<file path="config.mk">
export PLATFORM = sky130hd
export DESIGN_NAME = pe_feeder_flat
export DESIGN_NICKNAME = d
export VERILOG_FILES = /design/src/rtl/pe_feeder_if.sv /design/src/rtl/pe_feeder.sv /design/src/flat_wrapper.sv
export SDC_FILE = /design/constraint.sdc
export NUM_CORES = 1
export LEC_CHECK = 0
export ABC_AREA = 0
export BUFFER_PORTS_ARGS = -buffer_cell sky130_fd_sc_hd__buf_2
export CAP_MARGIN = 5
export CORE_MARGIN = 8
export CORE_UTILIZATION = 53
export DETAILED_ROUTE_END_ITERATION = 8
export GPL_TIMING_DRIVEN = 0
export PLACE_DENSITY = 0.8
export SLEW_MARGIN = 30
export SYNTH_ARGS = -nofsm -noshare
export SYNTH_HDL_FRONTEND = slang
export SYNTH_SLANG_ARGS = --single-unit
</file>
<file path="constraint.sdc">
create_clock -name clk -period 4 [get_ports clk]
set_input_delay 0.6 -clock clk [delete_from_list [all_inputs] [get_ports clk]]
set_output_delay 0.6 -clock clk [all_outputs]
set_load 0.005 [all_outputs]
</file>
<file path="src/rtl/pe_feeder_if.sv">
// pe_feeder_if: 16-bit valid/ready word stream.
// The master drives valid/data, the slave drives ready.
interface pe_feeder_if;
    logic        valid;
    logic        ready;
    logic [15:0] data;

    modport master (
        output valid,
        output data,
        input  ready
    );

    modport slave (
        input  valid,
        input  data,
        output ready
    );
endinterface

</file>
<file path="src/rtl/pe_feeder.sv">
// pe_feeder: load/drain stage for one row-stationary PE.
// Builds filter/ifmap/psum vectors from a word stream, fires the PE, drains its psums.
module pe_feeder #(
    parameter int TIMEOUT = 64
) (
    input  logic        clk,
    input  logic        rst,
    pe_feeder_if.slave  in_if,
    input  logic        filt_keep,
    output logic [15:0] FILTER_OUT [0:2],
    output logic [15:0] DATA_OUT [0:6],
    output logic [15:0] PSUM_OUT [0:4],
    output logic        PE_EN,
    input  logic        PE_DONE,
    input  logic [15:0] PE_PSUM [0:4],
    pe_feeder_if.master out_if,
    output logic        busy,
    output logic        err
);
    localparam logic [1:0] S_LOAD  = 2'd0;
    localparam logic [1:0] S_FIRE  = 2'd1;
    localparam logic [1:0] S_WAIT  = 2'd2;
    localparam logic [1:0] S_DRAIN = 2'd3;

    localparam int TW = $clog2(TIMEOUT + 1);
    localparam logic [TW-1:0] T_LAST = TW'(TIMEOUT - 1);

    logic [1:0]    state;
    logic [3:0]    cnt;
    logic [2:0]    idx;
    logic [TW-1:0] tcnt;
    logic [15:0]   result [0:4];
    logic [3:0]    doff;
    logic [3:0]    poff;
    logic          in_fire;
    logic          out_fire;

    // Handshake outputs are gated by rst so nothing is offered on a reset cycle.
    assign in_if.ready  = (state == S_LOAD) && !rst;
    assign in_fire      = in_if.valid && in_if.ready;
    assign out_if.valid = (state == S_DRAIN) && !rst;
    assign out_fire     = out_if.valid && out_if.ready;
    assign out_if.data  = (state == S_DRAIN) ? result[idx] : '0;
    assign PE_EN        = (state == S_FIRE) && !rst;
    assign busy         = (state != S_LOAD) || (cnt != 4'd0);
    assign doff         = cnt - 4'd3;
    assign poff         = cnt - 4'd10;

    always_ff @(posedge clk) begin
        if (rst) begin
            state <= S_LOAD;
            cnt   <= '0;
            idx   <= '0;
            tcnt  <= '0;
            err   <= 1'b0;
            for (int i = 0; i < 3; i++) FILTER_OUT[i] <= '0;
            for (int i = 0; i < 7; i++) DATA_OUT[i] <= '0;
            for (int i = 0; i < 5; i++) PSUM_OUT[i] <= '0;
            for (int i = 0; i < 5; i++) result[i] <= '0;
        end else begin
            unique case (state)
                S_LOAD: begin
                    if (in_fire) begin
                        // filt_keep only matters on the first word of a group
                        if (cnt == 4'd0 && filt_keep) begin
                            DATA_OUT[0] <= in_if.data;
                            cnt         <= 4'd4;
                        end else begin
                            if (cnt < 4'd3)
                                FILTER_OUT[cnt[1:0]] <= in_if.data;
                            else if (cnt < 4'd10)
                                DATA_OUT[doff[2:0]] <= in_if.data;
                            else
                                PSUM_OUT[poff[2:0]] <= in_if.data;
                            if (cnt == 4'd14) begin
                                cnt   <= '0;
                                state <= S_FIRE;
                            end else begin
                                cnt <= cnt + 4'd1;
                            end
                        end
                    end
                end
                S_FIRE: begin
                    tcnt  <= '0;
                    state <= S_WAIT;
                end
                S_WAIT: begin
                    if (PE_DONE) begin
                        for (int i = 0; i < 5; i++) result[i] <= PE_PSUM[i];
                        idx   <= '0;
                        state <= S_DRAIN;
                    end else if (tcnt == T_LAST) begin
                        err   <= 1'b1;
                        state <= S_LOAD;
                    end else begin
                        tcnt <= tcnt + 1'b1;
                    end
                end
                S_DRAIN: begin
                    if (out_fire) begin
                        if (idx == 3'd4) begin
                            idx   <= '0;
                            state <= S_LOAD;
                        end else begin
                            idx <= idx + 3'd1;
                        end
                    end
                end
                default: state <= S_LOAD;
            endcase
        end
    end
endmodule

</file>
<file path="src/flat_wrapper.sv">
// flat-port wrapper written by rule: the top's interface ports become plain ports
module pe_feeder_flat 
#(
    parameter int TIMEOUT = 64
)
  (clk, rst, filt_keep, FILTER_OUT, DATA_OUT, PSUM_OUT, PE_EN, PE_DONE, PE_PSUM, busy, err, in_if_valid, in_if_data, in_if_ready, out_if_valid, out_if_data, out_if_ready);
  pe_feeder_if in_if_i ();
  pe_feeder_if out_if_i ();
  input  logic clk;
  input  logic rst;
  input  logic filt_keep;
  output logic [15:0] FILTER_OUT[0:2];
  output logic [15:0] DATA_OUT[0:6];
  output logic [15:0] PSUM_OUT[0:4];
  output logic PE_EN;
  input  logic PE_DONE;
  input  logic [15:0] PE_PSUM[0:4];
  output logic busy;
  output logic err;
  input wire logic [$bits(in_if_i.valid)-1:0] in_if_valid;
  input wire logic [$bits(in_if_i.data)-1:0] in_if_data;
  output wire logic [$bits(in_if_i.ready)-1:0] in_if_ready;
  output wire logic [$bits(out_if_i.valid)-1:0] out_if_valid;
  output wire logic [$bits(out_if_i.data)-1:0] out_if_data;
  input wire logic [$bits(out_if_i.ready)-1:0] out_if_ready;
  assign in_if_i.valid = in_if_valid;
  assign in_if_i.data = in_if_data;
  assign in_if_ready = in_if_i.ready;
  assign out_if_valid = out_if_i.valid;
  assign out_if_data = out_if_i.data;
  assign out_if_i.ready = out_if_ready;
  pe_feeder #(.TIMEOUT(TIMEOUT)) u_core (.clk(clk), .rst(rst), .in_if(in_if_i), .filt_keep(filt_keep), .FILTER_OUT(FILTER_OUT), .DATA_OUT(DATA_OUT), .PSUM_OUT(PSUM_OUT), .PE_EN(PE_EN), .PE_DONE(PE_DONE), .PE_PSUM(PE_PSUM), .out_if(out_if_i), .busy(busy), .err(err));
endmodule
</file>
==> results.toml <==
[cts]
cts_root_buf = "clkbuf_16"
cts_htree_levels = 2
cts-resized-gates = 0
insertion_delay_ns = 0.52
cts.sinks = 340
cts_tree = "yes"
cts_buffers = 36
ctsHoldBuffers = 0
cts_buffer_depth = 3
cts_setup_buffers = 0
clk_pin_slew_ns = 0.06

[synth]
synth_mux_area_share_pct = 12.3
yosysSeqAreaShare_pct = 55.8
synth_warnings = 0
synth-edff-count = 80
syn_area_um2 = 13600
synth_cell_type_count = 57
synth_top_family_by_area = "simple AND/OR/NAND/NOR gates"
synth_seq_cells = 340
syn-num-nets = 1455
async_reset_ff_share_pct = 0
synthCells = 1346
syn_area_per_cell_um2 = 10.1
synth_compound_area_share_pct = 8.07
synth_ff_type = "dfxtp_1"
synth-adder-area-share_pct = 0.643
yosys.area_share.simple_pct = 18.1
synthXorXnorAreaFrac_pct = 0.0643

[grt]
gr-total-overflow = 0
antenna_found_initial = 3
grt_first_pass_wirelength_um = 66600
grt_pass1_vias = 11700
grt_max_degree = 42
track_usage_pct = 27.4

[critical_path]
worstPathArrival_ns = 3.07
crit_buf_inv = 3
worstSetupPathType = "reg2out"
critical_path.startpoint_type = "flip-flop"
crit_family = "buffers and inverters"
r2r_start = "u_core.state[1]"
slowest_delay_ns = 0.75
required_ns = 3.40
crit_chain = "clkbuf_1 -> buf_1 -> mux4_2 -> mux2i_1 -> nor2_1 -> buf_2"
endpoint_kind = "output pin"
crit_slowest_cell = "buf_1"
cp_max_fo = 10

[detailed_routing]
firstDrtPassIters = 5
vias_per_cell = 5.57
drc = 0
drtIter0Drc = 935
routed_wl_um = 44500
route.vias.total = 11700
wl_per_cell_um = 21.2
ant_nets = 0

[floorplanning]
die-area_um2 = 31100
core_area_um2 = 25200
dieHeight_um = 176
ioPinCount = 363
die-width_um = 176
initial_core_util_pct = 54.1
rows = 58

[timing]
slew_violations = 0
finalSetupViolCount = 0
fin_skew_ns = 0.0174
tightest_slew_ns = 1.04
min_period_ns = 3.67
slew_headroom_pct = 30.8
fin_crit_sh_pct = 91.8
layout_setup_ws_ns = 0.327
finalHoldViolCount = 0
rsz0062_at_grt = "false"
max_freq_mhz = 272
hold_ws_ns = 0.351
setup-tns-final_ns = 0

[min_path]
hold_start = "PE_PSUM[17]"
holdCritPathClass = "in2reg"

[placement]
dp_hpwl_um = 32700
detailedPlace.worstSlack_ns = 0.773
gp_congestion = 0.902
io_buffers = 362

[final_layout]
fin_nets = 1856
drive_gt1_share_pct = 27.1
num-fill-cells = 1967
syn_to_final_growth_pct = 24.8
final_common_cell = "buf_2"
layout_common_cells = "371 x buf_2, 260 x dfxtp_1, 253 x nand2_1, 140 x a21oi_1, 132 x mux2i_1"

[power_and_ir_drop]
finalPower_w = 0.00715
power.leakage_nw = 7.19
p_per_area_nw_per_um2 = 421
ir_drop_uv = 367

[flow_run]
maxCapViolations = 0

[run_status]
status = "finished, final reports clean"
-- routing by layer --
layer  wire (um)  GRT usage (%)
met1       16800           31.7
met2       21000           45.9
met3        4610           8.10
met4        2160           13.3
met5          12              0
-- synthesized netlist by cell type, drive strengths merged, types with 2 or more instances --
cell | number | area share [%]
edfxtp | 80 | 18
a211oi | 4 | 0.31
and3 | 4 | 0.18
or4 | 3 | 0.17
nand3 | 37 | 1.4
or4b | 2 | 0.17
buf | 39 | 2.5
a21oi | 140 | 5.1
nor4 | 7 | 0.57
mux2i | 132 | 9.7
and4 | 4 | 0.26
a31oi | 2 | 0.092
nand2b | 5 | 0.23
or3 | 5 | 0.23
dlygate4sd1 | 3 | 0.19
dfxtp | 260 | 38
inv | 9 | 0.25
nor3b | 2 | 0.11
nor2b | 3 | 0.14
a2111oi | 3 | 0.61
mux4 | 16 | 2.6
ha | 7 | 0.64
clkbuf | 68 | 1.9
o21ai | 40 | 1.5
nand4 | 9 | 0.41
nand2 | 254 | 7.0
nor3 | 5 | 0.22
and2 | 80 | 3.7
nor2 | 107 | 2.9
-- power breakdown --
part	leakage, nW	internal [W]	switching [W]
logic	3.72	0.000117	0.000244
clock network	0.546	0.00187	0.00136
registers	2.92	0.00355	0.0000175
total	7.19	0.00554	0.00162
-- cells by family after synthesis --
kind of cell    after synthesis
xor+xnor                      1
fa+ha+maj                     7
compound gates              196
buf+inv                     121
flops                       340
simple gates                533
mux                         148
-- worst register-to-register path, stage by stage (launching register included) --
cell      delay [ns]
dfxtp_1         0.30
clkbuf_1        0.23
nor4b_1         0.77
buf_2           0.35
nand4_1         0.63
buf_2           0.48
mux2i_1         0.21
nor2_1          0.06
-- metrics by stage --
stage / area [um^2] / cells / util (%)
detailed placement: 15900 / 2039 / 63.1
global route: 17000 / 2104 / 67.5
finish: 17000 / 2104 / 67.5
floorplan: 13600 / 1346 / -
CTS: 17000 / 2102 / 67.5
global placement: 15900 / 2038 / 62.9
-- flip-flops by register name, summed over array words and instances, names as in the netlist, named ones only --
signal and cells:
u_core.err 1, u_core.PSUM_OUT 80, u_core.state 2, u_core.FILTER_OUT 48
u_core.idx 3, u_core.DATA_OUT 112, u_core.tcnt 7, u_core.cnt 4
u_core.result 80
-- worst paths after layout --
path                           endpoint  slack, ns  cells past startpoint
hold / removal      u_core.result[3][1]       0.35                      2
setup reg to reg    u_core.PSUM_OUT[40]       0.82                      7
hold reg to reg   u_core.FILTER_OUT[12]       0.45                      2
setup / recovery        out_if_data[12]       0.33                      6
-- cell type report --
type | count | area, um^2 | share of cell area, %
flip-flops and latches | 340 | 7610 | 44.7
multi-input cells | 885 | 5350 | 31.4
repair buffers | 363 | 1830 | 10.8
clock buffers | 53 | 1040 | 6.10
plain buffers | 111 | 643 | 3.78
well taps | 330 | 413 | 2.43
clock inverters | 10 | 85.1 | 0.500
inverters | 10 | 37.5 | 0.221
diodes | 2 | 5.00 | 0.0294
(Power assumes the default switching activity.)
